File: config.mk
export PLATFORM = sky130hd
export DESIGN_NAME = vga_pattern_sequencer
export DESIGN_NICKNAME = d
export VERILOG_FILES = /design/src/rtl/vga_pkg.sv /design/src/rtl/btn_debounce.sv /design/src/rtl/vga_pattern_sequencer.sv
export SDC_FILE = /design/constraint.sdc
export NUM_CORES = 1
export LEC_CHECK = 0
export ABC_CLOCK_PERIOD_IN_PS = 2600
export BUFFER_PORTS_ARGS = -buffer_cell sky130_fd_sc_hd__clkbuf_2
export CAP_MARGIN = 20
export CELL_PAD_IN_SITES_DETAIL_PLACEMENT = 1
export CELL_PAD_IN_SITES_GLOBAL_PLACEMENT = 2
export CORE_MARGIN = 1
export CORE_UTILIZATION = 38
export DETAILED_ROUTE_END_ITERATION = 10
export HOLD_SLACK_MARGIN = 0.03
export PLACE_DENSITY_LB_ADDON = 0.15
export SYNTH_ARGS = -nofsm -noshare
export SYNTH_HDL_FRONTEND = slang
export SYNTH_SLANG_ARGS = --single-unit
File: constraint.sdc
create_clock -name clk -period 2.6 [get_ports clk]
set_clock_uncertainty 0.05 [all_clocks]
set_input_delay 0.39 -clock clk [delete_from_list [all_inputs] [get_ports clk]]
set_output_delay 0.39 -clock clk [all_outputs]
set_load 0.01 [all_outputs]
File: src/rtl/vga_pkg.sv
// Shared definitions for the 1024x768 VGA test-pattern path.
// Holds the default timing limits, the pattern-select encodings, the
// debounce FSM state type and the mode wrap helper.
package vga_pkg;

  // Last horizontal/vertical counts of the 1024x768 @ 60 Hz timing
  localparam int unsigned H_LAST_1024 = 1343;
  localparam int unsigned V_LAST_1024 = 805;

  localparam int unsigned COORD_W  = 11;
  localparam int unsigned MODE_W   = 2;
  localparam int unsigned FRAME_W  = 8;
  localparam int unsigned DB_CNT_W = 20;

  // Pattern-select encodings understood by the pattern generator
  localparam logic [MODE_W-1:0] MODE_HSTRIPES = 2'd0;
  localparam logic [MODE_W-1:0] MODE_VSTRIPES = 2'd1;
  localparam logic [MODE_W-1:0] MODE_CHECKER  = 2'd2;
  localparam logic [MODE_W-1:0] MODE_SOLID    = 2'd3;

  typedef enum logic [1:0] {
    DB_IDLE       = 2'd0,
    DB_PRESS_WAIT = 2'd1,
    DB_HELD       = 2'd2,
    DB_REL_WAIT   = 2'd3
  } db_state_e;

  // Advance the pattern select, wrapping after the last implemented mode
  function automatic logic [MODE_W-1:0] next_mode(input logic [MODE_W-1:0] m,
                                                  input int unsigned       num_modes);
    if (m >= MODE_W'(num_modes - 1)) begin
      return MODE_HSTRIPES;
    end
    return m + MODE_W'(1);
  endfunction

endpackage

File: src/rtl/btn_debounce.sv
// Push-button conditioner: 2-FF synchronizer, then a press/release
// debounce FSM. Emits a single-cycle press pulse once the input has
// stayed high for DEBOUNCE_CYCLES cycles; release is debounced the same
// way but produces no pulse.
// Ports:
//   clk   - pixel clock
//   clr_n - asynchronous active-low reset
//   btn   - raw asynchronous button, active-high
//   press - registered one-cycle pulse per debounced press
module btn_debounce
  import vga_pkg::*;
#(
  parameter int unsigned DEBOUNCE_CYCLES = 650000
) (
  input  logic clk,
  input  logic clr_n,
  input  logic btn,
  output logic press
);

  localparam logic [DB_CNT_W-1:0] CNT_LAST = DB_CNT_W'(DEBOUNCE_CYCLES - 1);

  logic                sync1_q;
  logic                sync2_q;
  db_state_e           state_q;
  db_state_e           state_d;
  logic [DB_CNT_W-1:0] cnt_q;
  logic [DB_CNT_W-1:0] cnt_d;
  logic                press_d;

  // Two-stage synchronizer for the asynchronous button
  always_ff @(posedge clk or negedge clr_n) begin
    if (!clr_n) begin
      sync1_q <= 1'b0;
      sync2_q <= 1'b0;
    end else begin
      sync1_q <= btn;
      sync2_q <= sync1_q;
    end
  end

  // FSM state, stability counter and press pulse registers
  always_ff @(posedge clk or negedge clr_n) begin
    if (!clr_n) begin
      state_q <= DB_IDLE;
      cnt_q   <= '0;
      press   <= 1'b0;
    end else begin
      state_q <= state_d;
      cnt_q   <= cnt_d;
      press   <= press_d;
    end
  end

  // Next-state logic; the counter measures how long the input has been stable
  always_comb begin
    state_d = state_q;
    cnt_d   = cnt_q;
    press_d = 1'b0;
    case (state_q)
      DB_IDLE: begin
        if (sync2_q) begin
          state_d = DB_PRESS_WAIT;
          cnt_d   = '0;
        end
      end
      DB_PRESS_WAIT: begin
        if (!sync2_q) begin
          state_d = DB_IDLE;
        end else if (cnt_q == CNT_LAST) begin
          state_d = DB_HELD;
          press_d = 1'b1;
        end else begin
          cnt_d = cnt_q + DB_CNT_W'(1);
        end
      end
      DB_HELD: begin
        if (!sync2_q) begin
          state_d = DB_REL_WAIT;
          cnt_d   = '0;
        end
      end
      DB_REL_WAIT: begin
        if (sync2_q) begin
          state_d = DB_HELD;
        end else if (cnt_q == CNT_LAST) begin
          state_d = DB_IDLE;
        end else begin
          cnt_d = cnt_q + DB_CNT_W'(1);
        end
      end
      default: begin
        state_d = DB_IDLE;
        cnt_d   = '0;
      end
    endcase
  end

endmodule

File: src/rtl/vga_pattern_sequencer.sv
// Frame-synchronous test-pattern selector for the 1024x768 VGA path.
// Debounces a "next pattern" and an "auto-cycle toggle" button and
// applies every mode change on the last pixel of a frame, so each frame
// shows exactly one pattern.
// Ports:
//   clk          - 65 MHz pixel clock
//   clr_n        - asynchronous active-low reset
//   hc, vc       - horizontal/vertical counts from the timing generator
//   btn_next     - raw "next pattern" button, active-high
//   btn_auto     - raw auto-cycle toggle button, active-high
//   mode         - pattern select to the pattern generator
//   auto_en      - auto-cycle enabled
//   mode_changed - one-cycle pulse on the first pixel of a frame with a new mode
//   req_pending  - a manual advance is queued for the next frame boundary
module vga_pattern_sequencer
  import vga_pkg::*;
#(
  parameter int unsigned HLAST           = H_LAST_1024,
  parameter int unsigned VLAST           = V_LAST_1024,
  parameter int unsigned NUM_MODES       = 4,
  parameter int unsigned DEBOUNCE_CYCLES = 650000,
  parameter int unsigned AUTO_FRAMES     = 120
) (
  input  logic               clk,
  input  logic               clr_n,
  input  logic [COORD_W-1:0] hc,
  input  logic [COORD_W-1:0] vc,
  input  logic               btn_next,
  input  logic               btn_auto,
  output logic [MODE_W-1:0]  mode,
  output logic               auto_en,
  output logic               mode_changed,
  output logic               req_pending
);

  logic               press_next;
  logic               press_auto;
  logic               eof_c;
  logic               auto_due_c;
  logic               advance_c;
  logic [FRAME_W-1:0] frame_cnt_q;
  logic [FRAME_W-1:0] frame_cnt_d;
  logic [MODE_W-1:0]  mode_d;
  logic               auto_en_d;
  logic               mode_changed_d;
  logic               req_pending_d;

  btn_debounce #(
    .DEBOUNCE_CYCLES(DEBOUNCE_CYCLES)
  ) u_db_next (
    .clk  (clk),
    .clr_n(clr_n),
    .btn  (btn_next),
    .press(press_next)
  );

  btn_debounce #(
    .DEBOUNCE_CYCLES(DEBOUNCE_CYCLES)
  ) u_db_auto (
    .clk  (clk),
    .clr_n(clr_n),
    .btn  (btn_auto),
    .press(press_auto)
  );

  // Frame boundary, auto interval expiry and the single advance decision
  always_comb begin
    eof_c      = (hc == COORD_W'(HLAST)) && (vc == COORD_W'(VLAST));
    auto_due_c = auto_en && (frame_cnt_q == FRAME_W'(AUTO_FRAMES - 1)) && eof_c;
    advance_c  = eof_c && (req_pending || auto_due_c);
  end

  // Next values of the sequencer registers
  always_comb begin
    mode_d         = mode;
    auto_en_d      = auto_en;
    mode_changed_d = advance_c;
    req_pending_d  = req_pending;
    frame_cnt_d    = frame_cnt_q;

    if (advance_c) begin
      mode_d = next_mode(mode, NUM_MODES);
    end

    // A press on the boundary cycle survives the clear and waits a frame
    if (advance_c) begin
      req_pending_d = 1'b0;
    end
    if (press_next) begin
      req_pending_d = 1'b1;
    end

    if (press_auto) begin
      auto_en_d = ~auto_en;
    end

    // Any advance, manual or automatic, restarts the auto interval
    if (press_auto || advance_c) begin
      frame_cnt_d = '0;
    end else if (eof_c && auto_en) begin
      frame_cnt_d = frame_cnt_q + FRAME_W'(1);
    end
  end

  // Sequencer state and outputs
  always_ff @(posedge clk or negedge clr_n) begin
    if (!clr_n) begin
      mode         <= MODE_HSTRIPES;
      auto_en      <= 1'b0;
      mode_changed <= 1'b0;
      req_pending  <= 1'b0;
      frame_cnt_q  <= '0;
    end else begin
      mode         <= mode_d;
      auto_en      <= auto_en_d;
      mode_changed <= mode_changed_d;
      req_pending  <= req_pending_d;
      frame_cnt_q  <= frame_cnt_d;
    end
  end

endmodule

=== Yosys cells after proc, flatten, opt, wreduce, memory -nomap -nowiden ===
Index checks and enable logic that the tools add are counted.
W data, S select, Z words.

* Bits in registers: 63
* Bits of input ports: 26
* Output and inout port bits: 5
* Word-level logic and storage cells: 99

* Add/subtract/negate cells: 4
* $lt $le $gt $ge: 1
* Eq/ne operators: 23
* Muxes and demuxes: 40
* Bitwise logic cells: 1
* Reduce and logical (&&, ||, !) cells: 15

{| class="wikitable"
|+ Operator list
! kind !! number
|-
| $mux W20 || 10
|-
| $pmux W20 S4 || 2
|-
| $add A20 B1 Y20 const B || 2
|-
| $eq A20 B20 Y1 const B || 2
|-
| $mux W2 || 14
|-
| $mux W8 || 2
|-
| $pmux W2 S4 || 2
|-
| $reduce_and A4 Y1 || 4
|-
| $eq A11 B10 Y1 const B || 1
|-
| $eq A11 B11 Y1 const B || 1
|-
| $mux W1 || 10
|-
| $add A8 B1 Y8 const B || 1
|-
| $eq A2 B2 Y1 const B || 4
|-
| $eq A8 B7 Y1 const B || 1
|-
| $ne A2 B1 Y1 const B || 4
|-
| $ne A2 B2 Y1 const B || 4
|-
| $ne A3 B1 Y1 const B || 2
|-
| $ne A3 B3 Y1 const B || 2
|-
| $logic_and A1 B1 Y1 || 5
|-
| $eq A2 B1 Y1 const B || 2
|-
| $logic_not A2 Y1 || 2
|-
| $reduce_bool A2 Y1 || 2
|-
| $add A2 B1 Y2 const B || 1
|-
| $ge A2 B2 Y1 const B || 1
|-
| 2 further kinds || 3
|}

=== Logic depth before layout (Yosys ltp) ===
* Depth in word-level cells: 7
* Gate-level depth with buffers: 8
* Depth with buffers taken out: 6

=== Cells and area by module ===
A second synthesis with hierarchy kept.

* Cell total of the unflattened synthesis: 379
* Area total of the unflattened synthesis: 3636.0 um^2

{| class="wikitable"
|+ By module, submodules not included
! module !! instances !! cells an instance !! area an instance (um^2) !! seq. area each (um^2)
|-
| btn_debounce || 2 || 148 || 1393.8 || 625.6
|-
| vga_pattern_sequencer || 1 || 83 || 848.3 || 325.3
|}

=== Least setup slack after synthesis ===
Ideal clock, no wire load.

* Path type: flip-flop to flip-flop
* Start point: register u_db_auto.cnt_q[6]
* End point: register u_db_auto.cnt_q[14]
* Library setup time: 0.139 ns
* Arrival: 1.786 ns
* Data required time: 2.411 ns
* Path slack: 0.625 ns
* Stages on the path, launching flop included: 8
* Buffers on the path: 2
* Clock period less this slack: 1.975 ns
* Cell sequence: dfrtp_1 > buf_6 > or4_4 > nor4_4 > a21o_4 > buf_12 > mux2i_1 > o21ai_0

* Longest elaborated chain between the ends: 4
* Elaborated cells on any way between the ends: 6
* Classes of those cells: add/sub: 1; eq/ne: 1; mux: 4

{| class="wikitable"
|+ RTL lines
! item !! RTL line !! text
|-
| start: declaration || btn_debounce.sv:27 || <nowiki>logic [DB_CNT_W-1:0] cnt_q;</nowiki>
|-
| start signal: assignment || btn_debounce.sv:50 || <nowiki>cnt_q <= cnt_d;</nowiki>
|-
| $add A20 B1 Y20 / $eq A20 B20 Y1 (equally long branches) || n/a ||
|-
| $mux W20 * || btn_debounce.sv:70, btn_debounce.sv:86 ||
|-
| $mux W20, on equally long branches || btn_debounce.sv:84, btn_debounce.sv:68 ||
|-
| $pmux W20 S4 * || btn_debounce.sv:60 || <nowiki>case (state_q)</nowiki>
|}

Mark *: on every way between the ends. The rest lies on a longest branch, timed or not. The select of a mux whose other input is x is not followed.
A chain may end at the register's enable or synchronous reset.

=== Worst setup path in the final report ===
* Start point: register u_db_auto.cnt_q[0]
* End point: register u_db_auto.cnt_q[10]

The elaborated chain is that of the path after synthesis.

==> impl_metrics.py <==
metrics = {
    "run_status": {
        "run_status": "finished clean",
    },
    "setup_path": {
        "rrSetupSlack_ns": 0.40,
        "setup.worst_path.end_class": "flip-flop",
        "ff2ff_path_depth": 6,
        "timing_worst_setup_path_type": "reg -> reg",
        "rr_endpoint": "u_db_auto.cnt_q[10]$_DFFE_PN0P_",
        "path_max_fanout": 32,
        "critical_path_required_ns": 2.84,
        "critical_path.startpoint_type": "flip-flop",
        "critical_path_arrival_ns": 2.44,
        "crit_start": "u_db_auto.cnt_q[0]$_DFFE_PN0P_",
        "r2r-start": "u_db_auto.cnt_q[0]$_DFFE_PN0P_",
    },
    "synthesis": {
        "syn_avg_cell_area_um2": 9.25,
        "synth_area_um2": 3640,
        "synth_flop_cell": "dfrtp_1",
        "post_synth_main_area_contributors": "dfrtp_1 (43%), nand2_1 (5.3%), nand3_1 (4.3%)",
        "synthesis.nets": 424,
        "synth_edf_count": 0,
        "ys_async_sr_fraction_pct": 100,
        "synthDistinctLibCells": 62,
        "synthDominantAreaCellType": "dfrtp_1",
        "yosys_warnings": 0,
        "synth_top_cells_by_count": "dfrtp_1 (63), nand2_1 (51), nand3_1 (31), a21oi_1 (19), o21ai_0 (19)",
        "syn-instance-count": 394,
        "synth.ff_latch_count": 63,
        "synth_top_area_share_pct": 43.3,
        "synth_seq_area_share_pct": 43.3,
        "post-synth-top-count-cell": "dfrtp_1",
    },
    "sta": {
        "final.hold.worst_slack_ns": 0.0986,
        "report.final.hold_viol_count": 0,
        "setup-violations-final": 0,
        "final_critical_path_setup_slack_ns": 0.401,
        "max_slew_margin_pct": 64.7,
        "grt_setup_unrepaired": "no",
        "layout_worst_path_cycle_share_pct": 84.6,
        "max_slew.worst_pin.slew_ns": 0.525,
        "finalMaxSlewViolations": 0,
        "timing.fmax_mhz": 455,
        "final_layout_setup_total_negative_slack_ns": 0,
        "fin_crit_ns": 2.20,
    },
    "cts": {
        "cts_tree": "yes",
        "cts_max_level": 3,
        "clock_sinks": 63,
        "cts_setup_buffers": 0,
        "clk_pin_slew_ns": 0.08,
        "clk_path_buf_depth": 2,
        "post_cts_resize_count": 0,
        "clkLatencyLatePin_ns": 0.35,
        "cts_buf_count": 9,
        "cts_root_buf": "clkbuf_8",
    },
    "route": {
        "routed_wirelength_um": 8740,
        "detailroute.via_count": 3087,
        "drt.antenna.violating_nets": 0,
        "initialDrtViolationCount": 99,
        "drt-wirelength-per-cell_um": 15.6,
        "drt_pre_antenna_iters": 4,
        "total_drc_errors_in_the_routed_layout": 0,
        "via_per_inst": 5.50,
    },
    "final_layout": {
        "post_layout_nonfiller_instances": 561,
        "share_of_post_route_cells_with_drive_strength_above_1_pct": 19.7,
        "fin_nets": 457,
        "finalInstanceArea_um2": 4150,
        "core_occupancy_in_the_finished_layout_pct": 44.6,
        "area.growth.synth_to_final_pct": 13.7,
        "antenna-diode-count": 0,
    },
    "grt": {
        "groute.usage.overall_pct": 19.8,
        "grt_start_max_net_pins": 57,
        "grt_pass1_vias": 3137,
        "global_route_wire_length_before_repair_um": 15700,
        "globalRoute.totalOverflow": 0,
        "grt_antenna_before_repair": 0,
    },
    "worst_hold_path": {
        "min-delay-path-class": "in -> reg",
        "hold_crit_endpoint": "u_db_auto.sync1_q$_DFF_PN0_",
        "timing.hold.worst_path_depth": 1,
        "worstHoldStart": "btn_auto",
    },
    "floorplanning": {
        "core_area_um2": 9280,
        "floorplan.io_pins": 31,
        "core.rowCount": 35,
        "dieWidth_um": 99.9,
        "chipHeight_um": 99.9,
        "initial_core_util_pct": 39.3,
        "die-area_um2": 9990,
    },
    "place": {
        "dp_hpwl_um": 6040,
        "place_worst_setup_slack_ns": 0.339,
        "place_area_um2": 3940,
        "port-buffer-count": 30,
        "finalWeightedCongestion": 0.733,
        "post-place-cells": 544,
    },
    "power_and_ir_drop": {
        "pwr_density_cell_nw_per_um2": 499,
        "power.leakage_nw": 1.74,
        "post-layout-total-power_mw": 2.07,
        "maximum_ir_drop_on_the_vdd_rail_mv": 0.200,
    },
    "run": {
        "cap_violations": 0,
    },
}
-- worst max-delay path by stage --
stage	endpoint	cells past startpoint
detailed placement	frame_cnt_q[2]$_DFFE_PN0P_	6
global placement	frame_cnt_q[2]$_DFFE_PN0P_	6
floorplan	u_db_auto.cnt_q[14]$_DFFE_PN0P_	7
global route	u_db_auto.cnt_q[16]$_DFFE_PN0P_	6
finish	u_db_auto.cnt_q[10]$_DFFE_PN0P_	6
CTS	u_db_auto.cnt_q[10]$_DFFE_PN0P_	6
-- registers in the layout, summed over array words and instances, names as in the netlist, named ones only --
register and count:
u_db_next.cnt_q 20, u_db_next.sync2_q 1, req_pending 1, u_db_auto.state_q 1
mode_changed 1, mode 2, u_db_next.press 1, u_db_auto.sync1_q 1
u_db_auto.sync2_q 1, u_db_next.sync1_q 1, u_db_auto.cnt_q 20, auto_en 1
frame_cnt_q 8, u_db_auto.press 1, u_db_next.state_q 1
-- kinds of logic after synthesis --
group	synth area share (%)
AO/OA/AOI/OAI	13.6
XOR/XNOR	1.20
adder cells (fa/ha/maj)	1.37
buffers and inverters	4.77
flip-flops	43.3
multiplexers	4.29
AND/OR/NAND/NOR	31.5
-- layout by cell type, fill, tap and decap left out, drive strengths merged, types with 4 or more instances in the layout --
cell type  count
nand2b         4
o21ai         21
or2            5
nand3b         5
nor4b          8
or4b           7
o22ai          5
or4            6
ha             4
nand2         51
clkbuf        38
nor3          13
a21o           5
clkinvlp       4
nand3         32
and4bb         4
mux2           5
a21oi         20
inv           11
buf           13
o32ai          5
nand4         12
nor4           9
or3           10
and3           5
dfrtp         63
nor2          18
mux2i         10
-- repair_timing --
item	CTS	global route
setup endpoints to repair	0	0
hold endpoints to repair	7	0
hold buffers	1	0
-- critical path, cell delays in order (launching register included) --
cell and delay (ns):
dfrtp_1 0.42, ha_1 0.29, nand3_1 0.21, nor4_4 0.08
a21o_4 0.32, or4b_2 0.66, nand3_1 0.10
-- per-layer routing --
| layer | track usage, % | part of all wire (%) |
|---|---|---|
| met1 | 26.9 | 49 |
| met2 | 32.0 | 48 |
| met3 | 2.92 | 1.4 |
| met4 | 7.13 | 1.6 |
| met5 | 0 | 0 |
-- power breakdown --
group	leakage [nW]	internal [mW]	total [mW]	switching (mW)
combinational	0.821	0.0656	0.148	0.0828
clock	0.0875	0.442	0.868	0.426
sequential	0.835	1.01	1.05	0.0420
total	1.74	1.52	2.07	0.551
-- final cells by class --
type / count / area [um2]
Fill cell: 1132 / 5140
Multi-Input combinational cell: 298 / 1900
Sequential cell: 63 / 1580
Timing Repair Buffer: 43 / 263
Tap cell: 129 / 161
Clock buffer: 9 / 124
Clock inverter: 7 / 73.8
Inverter: 12 / 45.0
No activity file was read; power rests on OpenSTA's default activity.
